[config.mk]
export PLATFORM = sky130hd
export DESIGN_NAME = mem_txn_sequencer
export DESIGN_NICKNAME = d
export VERILOG_FILES = /design/src/rtl/mem_txn_sequencer.sv
export SDC_FILE = /design/constraint.sdc
export NUM_CORES = 1
export LEC_CHECK = 0
export CAP_MARGIN = 5
export CORE_ASPECT_RATIO = 0.5
export CORE_UTILIZATION = 25
export CTS_BUF_LIST = sky130_fd_sc_hd__clkbuf_4
export CTS_CLUSTER_SIZE = 10
export DETAILED_ROUTE_END_ITERATION = 10
export GPL_ROUTABILITY_DRIVEN = 0
export PLACE_DENSITY = 0.44
export SYNTH_ARGS = -nofsm -noshare
export SYNTH_HDL_FRONTEND = slang
export SYNTH_SLANG_ARGS = --single-unit
[constraint.sdc]
create_clock -name Clk -period 6 [get_ports Clk]
set_clock_uncertainty 0.1 [all_clocks]
set_input_delay 1.2 -clock Clk [delete_from_list [all_inputs] [get_ports Clk]]
set_output_delay 1.2 -clock Clk [all_outputs]
set_load 0.03 [all_outputs]
[src/rtl/mem_txn_sequencer.sv]
// RAM transaction sequencer: runs MAR-load / RAM-enable / MFC handshakes for single and
// double-word SPARC loads and stores, with alignment checking, MFC timeout and trap reporting.
module mem_txn_sequencer #(
    parameter int unsigned ADDR_W  = 32,
    parameter int unsigned DATA_W  = 32,
    parameter int unsigned TIMEOUT = 15
) (
    input  logic                Clk,
    input  logic                RESET,
    input  logic                req,
    input  logic [5:0]          op,
    input  logic [ADDR_W-1:0]   addr,
    input  logic [2*DATA_W-1:0] wdata,
    output logic                busy,
    output logic                done,
    output logic [2*DATA_W-1:0] rdata,
    output logic                trap,
    output logic [2:0]          tt,
    output logic                MAR_Enable,
    output logic                RAM_enable,
    output logic [5:0]          RAM_OpCode,
    output logic [ADDR_W-1:0]   ram_addr,
    output logic [DATA_W-1:0]   ram_wdata,
    input  logic                MFC,
    input  logic [DATA_W-1:0]   ram_rdata
);

    localparam int unsigned STRIDE = DATA_W / 8;
    localparam int unsigned CNT_W  = (TIMEOUT > 0) ? $clog2(TIMEOUT + 1) : 1;

    localparam logic [2:0] TT_ILLEGAL = 3'b010;
    localparam logic [2:0] TT_ALIGN   = 3'b011;
    localparam logic [2:0] TT_TIMEOUT = 3'b100;

    typedef enum logic [2:0] {
        S_IDLE, S_CHECK, S_ADDR, S_ACCESS, S_XFER, S_DONE, S_TRAP
    } state_t;

    state_t              state, state_nx;
    logic [ADDR_W-1:0]   addr_q, addr_nx;
    logic [2*DATA_W-1:0] wdata_q, wdata_nx;
    logic                idx, idx_nx;
    logic [CNT_W-1:0]    cnt, cnt_nx, cnt_inc;
    logic [5:0]          op_nx;
    logic [2:0]          tt_nx;
    logic [2*DATA_W-1:0] rdata_nx;
    logic [ADDR_W-1:0]   ram_addr_nx;
    logic [DATA_W-1:0]   ram_wdata_nx;
    logic                legal, aligned, dbl, is_store;

    // Op decode on the latched opcode and address
    always_comb begin
        legal   = 1'b1;
        aligned = 1'b1;
        dbl     = 1'b0;
        case (RAM_OpCode)
            6'b000001, 6'b000101, 6'b001001: aligned = 1'b1;
            6'b000010, 6'b000110, 6'b001010: aligned = ~addr_q[0];
            6'b000000, 6'b000100:            aligned = (addr_q[1:0] == 2'b00);
            6'b000011, 6'b000111: begin
                dbl     = 1'b1;
                aligned = (addr_q[2:0] == 3'b000);
            end
            default: legal = 1'b0;
        endcase
        is_store = RAM_OpCode[2];
    end

    assign cnt_inc = cnt + CNT_W'(1);

    // Next-state and next-value logic
    always_comb begin
        state_nx     = state;
        addr_nx      = addr_q;
        wdata_nx     = wdata_q;
        idx_nx       = idx;
        cnt_nx       = cnt;
        op_nx        = RAM_OpCode;
        tt_nx        = tt;
        rdata_nx     = rdata;
        ram_addr_nx  = ram_addr;
        ram_wdata_nx = ram_wdata;
        case (state)
            S_IDLE: begin
                cnt_nx = '0;
                if (req) begin
                    op_nx    = op;
                    addr_nx  = addr;
                    wdata_nx = wdata;
                    idx_nx   = 1'b0;
                    state_nx = S_CHECK;
                end
            end
            S_CHECK: begin
                if (!legal) begin
                    tt_nx    = TT_ILLEGAL;
                    state_nx = S_TRAP;
                end else if (!aligned) begin
                    tt_nx    = TT_ALIGN;
                    state_nx = S_TRAP;
                end else begin
                    ram_addr_nx  = addr_q;
                    ram_wdata_nx = wdata_q[DATA_W-1:0];
                    state_nx     = S_ADDR;
                end
            end
            S_ADDR: begin
                cnt_nx   = '0;
                state_nx = S_ACCESS;
            end
            S_ACCESS: begin
                cnt_nx = cnt_inc;
                // MFC wins over a timeout landing on the same edge
                if (MFC) begin
                    state_nx = S_XFER;
                    if (!is_store) begin
                        if (idx) rdata_nx[2*DATA_W-1:DATA_W] = ram_rdata;
                        else     rdata_nx[DATA_W-1:0]        = ram_rdata;
                    end
                end else if ((TIMEOUT != 0) && (cnt_inc == CNT_W'(TIMEOUT))) begin
                    tt_nx    = TT_TIMEOUT;
                    state_nx = S_TRAP;
                end
            end
            S_XFER: begin
                cnt_nx = '0;
                if (dbl && !idx) begin
                    idx_nx       = 1'b1;
                    ram_addr_nx  = ram_addr + ADDR_W'(STRIDE);
                    ram_wdata_nx = wdata_q[2*DATA_W-1:DATA_W];
                    state_nx     = S_ADDR;
                end else begin
                    state_nx = S_DONE;
                end
            end
            S_DONE:  state_nx = S_IDLE;
            S_TRAP:  state_nx = S_IDLE;
            default: state_nx = S_IDLE;
        endcase
    end

    // State and registered outputs; strobes are decoded from the next state
    always_ff @(posedge Clk or negedge RESET) begin
        if (!RESET) begin
            state      <= S_IDLE;
            addr_q     <= '0;
            wdata_q    <= '0;
            idx        <= 1'b0;
            cnt        <= '0;
            RAM_OpCode <= '0;
            tt         <= '0;
            rdata      <= '0;
            ram_addr   <= '0;
            ram_wdata  <= '0;
            busy       <= 1'b0;
            done       <= 1'b0;
            trap       <= 1'b0;
            MAR_Enable <= 1'b0;
            RAM_enable <= 1'b0;
        end else begin
            state      <= state_nx;
            addr_q     <= addr_nx;
            wdata_q    <= wdata_nx;
            idx        <= idx_nx;
            cnt        <= cnt_nx;
            RAM_OpCode <= op_nx;
            tt         <= tt_nx;
            rdata      <= rdata_nx;
            ram_addr   <= ram_addr_nx;
            ram_wdata  <= ram_wdata_nx;
            busy       <= (state_nx != S_IDLE);
            done       <= (state_nx == S_DONE);
            trap       <= (state_nx == S_TRAP);
            MAR_Enable <= (state_nx == S_ADDR);
            RAM_enable <= (state_nx == S_ACCESS);
        end
    end

endmodule

==> run summary, run 1 <==
status -> finished, final reports clean
Post-Route Setup TNS -> 0 ps
kind of critical path -> flop to flop
die area -> 44370 µm²
Buf/Inv on CP -> 2
CTS tree -> yes
WL/cell -> 18.72 µm
clock root buffer master -> clkbuf_4
Crit path depth -> 8
Routed WL -> 32860 µm
DIE HEIGHT -> 149.4 µm
unique cell type count in the Yosys netlist -> 62
# hold bufs at CTS -> 0
gr ovfl total -> 0
max_cap viols -> 0
Static Leak -> 6.134 nW
Worst setup SP type -> flop
TritonCTS Sinks -> 246
largest net degree at the start of global routing -> 112
initial antenna violation count -> 2
DRC viols -> 0
CP Data Required Time -> 6420 ps
CTS resizes -> 0
Period minus WS final -> 3583 ps
area leader, netlist -> dfrtp_1
vias in the first global route -> 8480
critical path peak fanout -> 44
R2R Setup Slk -> 2420 ps
routed vias -> 7943
Worst-Margin Slew -> 979.5 ps
nets -> 1275
Slew Viols, Final -> 0
Worst path max stage delay -> 740 ps
Synth warnings -> 0
top cell type's share of synthesized area -> 56.64%
layout cells sized above 1 -> 28.49%
DP HPWL -> 21610 µm
async set or reset register ratio after synthesis -> 100.0%
most frequent cells in the layout -> clkdlybuf4s50_1, dfrtp_1, mux2_2
# rows -> 53
hold slack -> 368.4 ps
FF-to-FF path depth -> 8
CTS max path bufs -> 3
#FFs+latches synth -> 246
peak supply drop -> 0.2869 mV
fin area -> 15090 µm²
Core Box Area -> 42440 µm²
crit-path cells -> nor3b_2 > buf_4 > nand4_1 > o21ai_2 > and2_4 > nand3_4 > inv_2 > a2bb2oi_2
pre-CTS WS -> 1963 ps
Worst Path Arrival -> 4010 ps
Area growth, synth to finish -> 38.79%
Area contributors post-synth -> dfrtp_1, mux2_2, o21ai_0
Avg Inst Size Synth -> 13.14 µm²
RSZ-0062 raised after global routing -> no
Port Buffers -> 279
reg2reg start -> state[2]$_DFF_PN0_
period utilization -> 59.72%
Top Ports -> 280
initial DRC count -> 347
Die X -> 296.9 µm
number of detailed-route iterations in the first pass -> 5
Critical Path Slowest Stage Cell -> inv_2
Slew HR -> 34.70%
# Post-CTS Setup Buffers -> 0
Routed Antenna Nets -> 0
post-synthesis net count -> 968
Post-synth EDFFs -> 0
Initial Util -> 25.61%
Worst Slack Setup Final -> 2417 ps
commonest non-fill, non-tap cell in the layout -> clkdlybuf4s50_1
first-pass GRT wire length -> 50450 µm
P per Cell Area -> 591.6 nW/µm²
Main synth FF type -> dfrtp_1
r2r endpoint -> ram_addr[27]$_DFFE_PN0P_
Clk pin slew, worst setup/hold paths -> 70 ps
Critical Path End Type -> flop
Post-Place Cell Area -> 14240 µm²
Seq/Total Area, Yosys -> 56.64%
Clock Latency Late Sink -> 700 ps
cell family with most CP delay -> simple AND/OR/NAND/NOR gates
total global-route track usage -> 14.65%
Min-Delay Path Class -> input pin to asynchronous set/reset pin
Hold Fails Final Rpt -> 0
Peak Freq -> 0.2791 GHz
Inserted Clock Buffers -> 66
Final Power -> 8.925 mW
post-synthesis cell count -> 827
final setup vio count -> 0
synthesized cell area -> 10870 µm²
Vias/cell -> 4.526
H-tree depth -> 3
worst max path at each step:
stage	startpoint	to	slack [ps]
global placement	req	ram_addr[7]$_DFFE_PN0P_	2050
finish	state[2]$_DFF_PN0_	ram_addr[27]$_DFFE_PN0P_	2420
floorplan	MFC	ram_wdata[21]$_DFFE_PN0P_	3330
CTS	state[2]$_DFF_PN0_	ram_addr[7]$_DFFE_PN0P_	2400
global route	state[2]$_DFF_PN0_	ram_addr[7]$_DFFE_PN0P_	2170
detailed placement	MFC	ram_addr[7]$_DFFE_PN0P_	1960
area by class of cell:
| class | instances | area [µm²] |
|---|---|---|
| Antenna cell | 2 | 5.005 |
| Sequential cell | 246 | 6156 |
| Fill cell | 4235 | 27360 |
| Clock inverter | 13 | 107.6 |
| Clock buffer | 97 | 728.2 |
| Inverter | 8 | 30.03 |
| Tap cell | 577 | 721.9 |
| Multi-Input combinational cell | 522 | 4444 |
| Timing Repair Buffer | 290 | 2893 |
through the flow:
| step | utilization, % | instances |
|---|---|---|
| finish | 35.55 | 1755 |
| global route | 35.55 | 1755 |
| CTS | 35.53 | 1753 |
| detailed placement | 33.56 | 1643 |
| global placement | 33.56 | 1643 |
| floorplan | - | 827 |
synth_stat cells, types with 3 or more instances:
master / number
dfrtp_1: 246
mux2_2: 159
o21ai_0: 73
mux2i_1: 34
nor2_1: 30
nor3_2: 27
nand2_1: 26
buf_2: 20
clkbuf_1: 19
a2bb2oi_2: 18
a21oi_1: 15
a31oi_1: 15
nand3_1: 13
o21ai_1: 12
o22ai_1: 10
and3_1: 9
o22a_1: 9
inv_1: 7
mux2_1: 7
and2_1: 6
buf_6: 6
nand2b_1: 4
nand4_1: 4
a32o_1: 3
ha_1: 3
nor2b_1: 3
nor3_1: 3
o21a_1: 3
where the power goes:
group / total (mW) / internal [mW] / switching [mW]
combinational: 4.31 / 1.95 / 2.36
sequential: 3.06 / 2.47 / 0.592
clock: 1.55 / 0.823 / 0.725
total: 8.93 / 5.25 / 3.68
sequential cells by signal, summed over array words and instances, names as in the netlist:
| name | cells |
|---|---|
| addr_q | 32 |
| RAM_OpCode | 6 |
| rdata | 64 |
| trap | 1 |
| RAM_enable | 1 |
| tt | 3 |
| busy | 1 |
| cnt | 4 |
| done | 1 |
| idx | 1 |
| state | 3 |
| wdata_q | 64 |
| MAR_Enable | 1 |
| ram_addr | 32 |
| ram_wdata | 32 |
metal layers:
metal / part of all wire, % / vias up / global-route usage [%]
met4: 2.1 / 0 / 5.103
met5: 0 / - / 0
met3: 3.8 / 52 / 3.717
met1: 42 / 4018 / 17.40
met2: 52 / 179 / 25.88
li1: - / 3694 / -
kinds of logic after synthesis:
group / count (synthesis) / synth area share [%]
and+or+nand+nor: 140 / 8.277
DFF: 246 / 56.64
xor gates and xnor gates: 1 / 0.08059
AOI/OAI and AO/OA: 178 / 11.56
muxes: 200 / 20.33
buffers and inverters: 59 / 2.774
adders and majority gates: 3 / 0.3454
No activity file was read; power rests on OpenSTA's default activity.
==> run 2, diff against run 1 <==
==> constraint.sdc (replaced) <==
create_clock -name Clk -period 3.5 [get_ports Clk]
set_clock_uncertainty 0.1 [all_clocks]
set_input_delay 0.7 -clock Clk [delete_from_list [all_inputs] [get_ports Clk]]
set_output_delay 0.7 -clock Clk [all_outputs]
set_load 0.03 [all_outputs]
==> run 2 against run 1 <==
  * Wire length rose by 0.30%
  * Sequential power rose by 72%
  * Power rose by 73%
  * Clock-buffer cell count fell by 5
  * Sequential share of layout area fell by 0.45 points
  * Core utilization rose by 0.39 points
  * Clock power rose by 66%
  * Non-clock buffer count rose by 13
  * Via count rose by 1.1%
  * Highest routed layer unchanged
==> run summary, run 2 (synthesis results as in run 1) <==
status -> finished, final reports clean
critical path peak fanout -> 20 (-55%)
commonest non-fill, non-tap cell in the layout -> clkdlybuf4s50_1
Slew Viols, Final -> 0 (unchanged)
# rows -> 53 (unchanged)
Clock Latency Late Sink -> 710 ps (about the same)
Post-Route Setup TNS -> 0 ps (unchanged)
Critical Path End Type -> flop
register area -> 6156 µm² (unchanged)
area of the multi-input gates -> 4444 µm² (unchanged)
gr ovfl total -> 0 (unchanged)
largest net degree at the start of global routing -> 88 (-21%)
Clk pin slew, worst setup/hold paths -> 70 ps (about the same)
vias in the first global route -> 8466 (-0.17%)
Min-Delay Path Class -> flop to flop
Routed WL -> 32960 µm (+0.30%)
pre-CTS WS -> 393.7 ps (-1570 ps)
Area growth, synth to finish -> 40.32%
GR Util met2 -> 25.70% (-0.18 points)
Initial Util -> 25.61% (unchanged)
max_cap viols -> 0 (unchanged)
Worst setup SP type -> flop
P per Cell Area -> 1010 nW/µm² (+71%)
Worst-Margin Slew -> 845.8 ps (-133.7 ps)
# Post-CTS Setup Buffers -> 0 (unchanged)
top flop regs -> rdata: 64 flops, wdata_q: 64 flops
Port Buffers -> 279 (unchanged)
initial DRC count -> 394 (+14%)
DRC viols -> 0 (unchanged)
layout cells sized above 1 -> 28.91% (+0.42 points)
Period minus WS final -> 2922 ps (-661.3 ps)
Inserted Clock Buffers -> 66 (unchanged)
first-pass GRT wire length -> 50260 µm (-0.38%)
grt met1 use -> 17.68% (+0.28 points)
met3 usage -> 3.847% (+0.13 points)
number of detailed-route iterations in the first pass -> 4 (-1)
DIE HEIGHT -> 149.4 µm (unchanged)
total global-route track usage -> 14.68% (+0.029 points)
# hold bufs at CTS -> 1 (+1)
H-tree depth -> 3 (unchanged)
Routed Antenna Nets -> 0 (unchanged)
r2r endpoint -> ram_addr[7]$_DFFE_PN0P_
Core Box Area -> 42440 µm² (unchanged)
Slew HR -> 43.38% (+8.7 points)
Peak Freq -> 0.3422 GHz (+23%)
WL/cell -> 18.72 µm (about the same)
Critical Path Slowest Stage Cell -> dfrtp_1
final setup vio count -> 0 (unchanged)
Die X -> 296.9 µm (unchanged)
Final Power -> 15.41 mW (+73%)
CP startpoint -> state[2]$_DFF_PN0_
reg2reg start -> state[2]$_DFF_PN0_
Vias/cell -> 4.560 (+0.75%)
RSZ-0062 raised after global routing -> no
FF-to-FF path depth -> 7 (-1)
CTS resizes -> 0 (unchanged)
Worst Path Arrival -> 3380 ps (-630 ps)
CTS max path bufs -> 3 (unchanged)
CTS tree -> yes
die area -> 44370 µm² (unchanged)
CP Data Required Time -> 3960 ps (-2460 ps)
Core Util, Final -> 35.94% (+0.39 points)
peak supply drop -> 0.2961 mV (+3.2%)
nets -> 1288 (+1.0%)
GR peak layer -> met2
Worst Slack Setup Final -> 578.1 ps (-1839 ps)
routed vias -> 8030 (+1.1%)
period utilization -> 83.48% (+24 points)
clock root buffer master -> clkbuf_4
initial antenna violation count -> 1 (-1)
Hold Crit Depth -> 1
min-delay src -> tt[1]$_DFFE_PN0P_
crit-path cells -> nor3b_2 > nand4_1 > o21ai_2 > and2_4 > nand3_4 > inv_2 > a2bb2oi_1
most frequent cells in the layout -> clkdlybuf4s50_1, dfrtp_1, mux2_2
Hold Fails Final Rpt -> 0 (unchanged)
kind of critical path -> flop to flop
Top Ports -> 280 (unchanged)
Fill cells -> 4180 (-1.3%)
DP HPWL -> 22340 µm (+3.3%)
Worst path max stage delay -> 710 ps (-30 ps)
TritonCTS Sinks -> 246 (unchanged)
Static Leak -> 6.204 nW (+1.1%)
R2R Setup Slk -> 580 ps (-1840 ps)
hold worst-path end -> tt[1]$_DFFE_PN0P_
-- run 2: how the worst max path moves through the flow --
stage	end	slack [ps]	depth (start not counted)
2_1_floorplan	ram_addr[2]$_DFFE_PN0P_	1240	8
3_3_place_gp	ram_addr[7]$_DFFE_PN0P_	400	8
3_5_place_dp	ram_addr[7]$_DFFE_PN0P_	390	8
4_1_cts	ram_addr[29]$_DFFE_PN0P_	560	7
5_1_grt	ram_addr[7]$_DFFE_PN0P_	340	7
6_report	ram_addr[7]$_DFFE_PN0P_	580	7
-- run 2: final cells by class --
class	instances	share of cell area, %
inverters	8	0.1969
clock inverters	12	0.6645
multi-input cells	522	29.14
flip-flops and latches	246	40.36
diodes	1	0.01641
well taps	577	4.733
clock buffers	92	4.528
repair buffers	303	20.36
-- run 2: worst max-delay path: cells and delay by family, from the launching register on --
family                 cells  cell delay (ps)
AND/OR/NAND/NOR            4             1070
flip-flops                 1              710
AO/OA/AOI/OAI              2              310
buffers and inverters      1              570
-- run 2: where the power goes --
part	internal, mW	switching, mW	total, mW
Sequential	4.24	1.02	5.26
Clock	1.35	1.23	2.58
Combinational	3.51	4.07	7.57
Total	9.09	6.32	15.4
-- run 2: metrics by stage --
stage / hold WS [ps] / cells / instance area (µm²)
5_1_grt: 400.4 / 1761 / 15250
6_report: 378.1 / 1761 / 15250
3_3_place_gp: 361.5 / 1655 / 14450
4_1_cts: 384.1 / 1760 / 15250
2_1_floorplan: 304.4 / 827 / 10870
3_5_place_dp: 368.9 / 1655 / 14450
-- run 2: routing by layer --
metal	wire length (µm)	share of wire, %	vias to the layer above
met1	13790	42	4101
met2	17130	52	169
met3	1370	4.2	62
met4	671	2.0	0
met5	0	0	-
li1	-	-	3698
==> run 3, diff against run 2 <==
--- a/config.mk
+++ b/config.mk
@@ -12,7 +12,7 @@
 export CTS_CLUSTER_SIZE = 10
 export DETAILED_ROUTE_END_ITERATION = 10
 export GPL_ROUTABILITY_DRIVEN = 0
-export PLACE_DENSITY = 0.44
+export PLACE_DENSITY = 0.45
 export SYNTH_ARGS = -nofsm -noshare
 export SYNTH_HDL_FRONTEND = slang
 export SYNTH_SLANG_ARGS = --single-unit
==> constraint.sdc (replaced) <==
create_clock -name Clk -period 2.5 [get_ports Clk]
set_clock_uncertainty 0.1 [all_clocks]
set_input_delay 0.5 -clock Clk [delete_from_list [all_inputs] [get_ports Clk]]
set_output_delay 0.5 -clock Clk [all_outputs]
set_load 0.03 [all_outputs]
==> run 3 against run 2 <==
  * Via count barely moved
  * Combinational power rose by 44%
  * Worst hold slack got worse by 170 ps
  * Highest routed layer unchanged
==> run summary, run 3 (synthesis results as in run 1) <==
hold slack -> 206.1 ps (-172.0 ps)
max_cap viols -> 0 (unchanged)
final setup vio count -> 0 (unchanged)
initial antenna violation count -> 1 (unchanged)
Peak Freq -> 0.4115 GHz (+20%)
Inserted Clock Buffers -> 68 (+3.0%)
CP Data Required Time -> 3050 ps (-910 ps)
Min-Delay Path Class -> input pin to asynchronous set/reset pin
Area growth, synth to finish -> 43.43%
clock share of power -> 17.3% (+0.5 points)
Vias/cell -> 4.470 (-2.0%)
sw frac -> 40.97% (-0.054 points)
area of the multi-input gates -> 4444 µm² (unchanged)
total global-route track usage -> 14.89% (+0.21 points)
Top Ports -> 280 (unchanged)
Clk pin slew, worst setup/hold paths -> 70 ps (about the same)
kind of critical path -> flop to flop
initial DRC count -> 299 (-24%)
Static Leak -> 6.469 nW (+4.3%)
Slew HR -> 66.27% (+23 points)
WL/cell -> 18.60 µm (-0.63%)
Core Box Area -> 42440 µm² (unchanged)
die area -> 44370 µm² (unchanged)
Worst-Margin Slew -> 505.9 ps (-339.9 ps)
CTS tree -> yes
Routed WL -> 33440 µm (+1.5%)
number of detailed-route iterations in the first pass -> 4 (unchanged)
power share of the sequential group -> 33.0% (-1.1 points)
Worst setup SP type -> flop
crit-path cells -> inv_1 > ha_1 > and4b_1 > o21a_1 > a211oi_4 > nand3_4 > buf_12 > buf_4 > nor3_2 > a2bb2oi_2
largest net degree at the start of global routing -> 67 (-24%)
gr ovfl total -> 0 (unchanged)
DRC viols -> 0 (unchanged)
RSZ-0062 raised after global routing -> yes
period utilization -> 97.21% (+14 points)
clock root buffer master -> clkbuf_4
critical path peak fanout -> 8 (-60%)
CTS max path bufs -> 3 (unchanged)
Fill cells -> 4194 (+0.33%)
Worst path max stage delay -> 420 ps (-290 ps)
most frequent cells in the layout -> dfrtp_1, clkdlybuf4s50_1, mux2_2
first-pass GRT wire length -> 51020 µm (+1.5%)
Routed Antenna Nets -> 0 (unchanged)
P per Cell Area -> 1413 nW/µm² (+40%)
Hold Fails Final Rpt -> 0 (unchanged)
Post-Place Cell Area -> 14760 µm² (+2.2%)
nets -> 1316 (+2.2%)
status -> finished, final reports clean
DP HPWL -> 23020 µm (+3.1%)
Worst Path Arrival -> 2980 ps (-400 ps)
Switch Pwr -> 9.026 mW (+43%)
commonest non-fill, non-tap cell in the layout -> dfrtp_1
DIE HEIGHT -> 149.4 µm (unchanged)
cell family with most CP delay -> compound AO/OA/AOI/OAI gates
# rows -> 53 (unchanged)
peak supply drop -> 0.4211 mV (+42%)
register area -> 6157 µm² (about the same)
Critical Path End Type -> flop
fin area -> 15590 µm² (+2.2%)
Clock Latency Late Sink -> 720 ps (about the same)
layout cells sized above 1 -> 30.98% (+2.1 points)
Initial Util -> 25.61% (unchanged)
Die X -> 296.9 µm (unchanged)
H-tree depth -> 3 (unchanged)
vias in the first global route -> 8564 (+1.2%)
top flop regs -> rdata: 64 flops, wdata_q: 64 flops
Slew Viols, Final -> 0 (unchanged)
Critical Path Slowest Stage Cell -> dfrtp_2
Comb pwr share -> 49.7% (+0.6 points)
Port Buffers -> 279 (unchanged)
Period minus WS final -> 2430 ps (-491.6 ps)
Post-Route Setup TNS -> 0 ps (unchanged)
Power Internal -> 13.01 mW (+43%)
Buf/Inv on CP -> 3 (+2)
routed vias -> 8037 (+0.087%)
TritonCTS Sinks -> 246 (unchanged)
-- run 3: cell count changes in the layout (fill, tap and decap cells not counted), sizes merged --
cell           delta
clkbuf            +6
clkinv            +6
buf              +26
dlygate4sd2      +39
clkdlybuf4s50    -39
clkinvlp          -1
-- run 3: final cells by class --
cell class                 instances  share of cell area, %
inverter                           8                 0.1926
timing repair buffer             329                  21.66
clock inverter                    17                 0.7785
tap                              577                  4.631
sequential                       246                  39.49
antenna                            1                0.01605
clock buffer                      98                  4.719
multi-input combinational        522                  28.51
-- run 3: timing repair --
item,CTS,global route
hold endpoints to repair,246,0
buffers inserted,0,1
gates resized for setup,40,4
hold buffers,1,0
endpoints found under the setup margin,41,29
pin swaps,0,2
-- run 3: final timing paths --
check	from	end	slack, ps	cells after the start
setup reg to reg	cnt[0]$_DFFE_PN0P_	ram_addr[10]$_DFFE_PN0P_	70	10
max in group asynchronous	RESET	rdata[19]$_DFFE_PN0P_	1420	3
hold reg to reg	tt[0]$_DFFE_PN0P_	tt[0]$_DFFE_PN0P_	380	1
hold / removal	RESET	wdata_q[24]$_DFFE_PN0P_	210	2
min in group Clk	wdata[23]	wdata_q[23]$_DFFE_PN0P_	290	2
setup / recovery	cnt[0]$_DFFE_PN0P_	ram_addr[10]$_DFFE_PN0P_	70	10
-- run 3: power by group through the flow --
stage                     logic [mW]  registers [mW]  clock network, mW
after floorplan                 4.82            9.14                  0
final                           10.9            7.28               3.81
after global placement          11.1            7.31                  0
after detailed placement        11.3            7.39                  0
after global routing            11.7            7.56               4.23
after CTS                       11.1            7.32               4.03
-- run 3: per-stage QoR --
step	worst slack (ps)	cells	total power, mW	util [%]
2_1_floorplan	238.8	827	13.96	-
4_1_cts	0.6959	1796	22.43	36.71
3_5_place_dp	-85.42	1680	18.65	34.78
5_1_grt	-21.60	1798	23.45	36.73
6_report	69.71	1798	22.03	36.73
3_3_place_gp	-67.27	1680	18.42	34.78
-- run 3: metal layers --
metal	global-route usage (%)	routed length, µm	vias to the layer above
met5	0	0	-
met4	5.876	913	0
met3	3.339	1316	64
met2	25.71	17200	173
met1	18.17	14010	4032
li1	-	-	3768
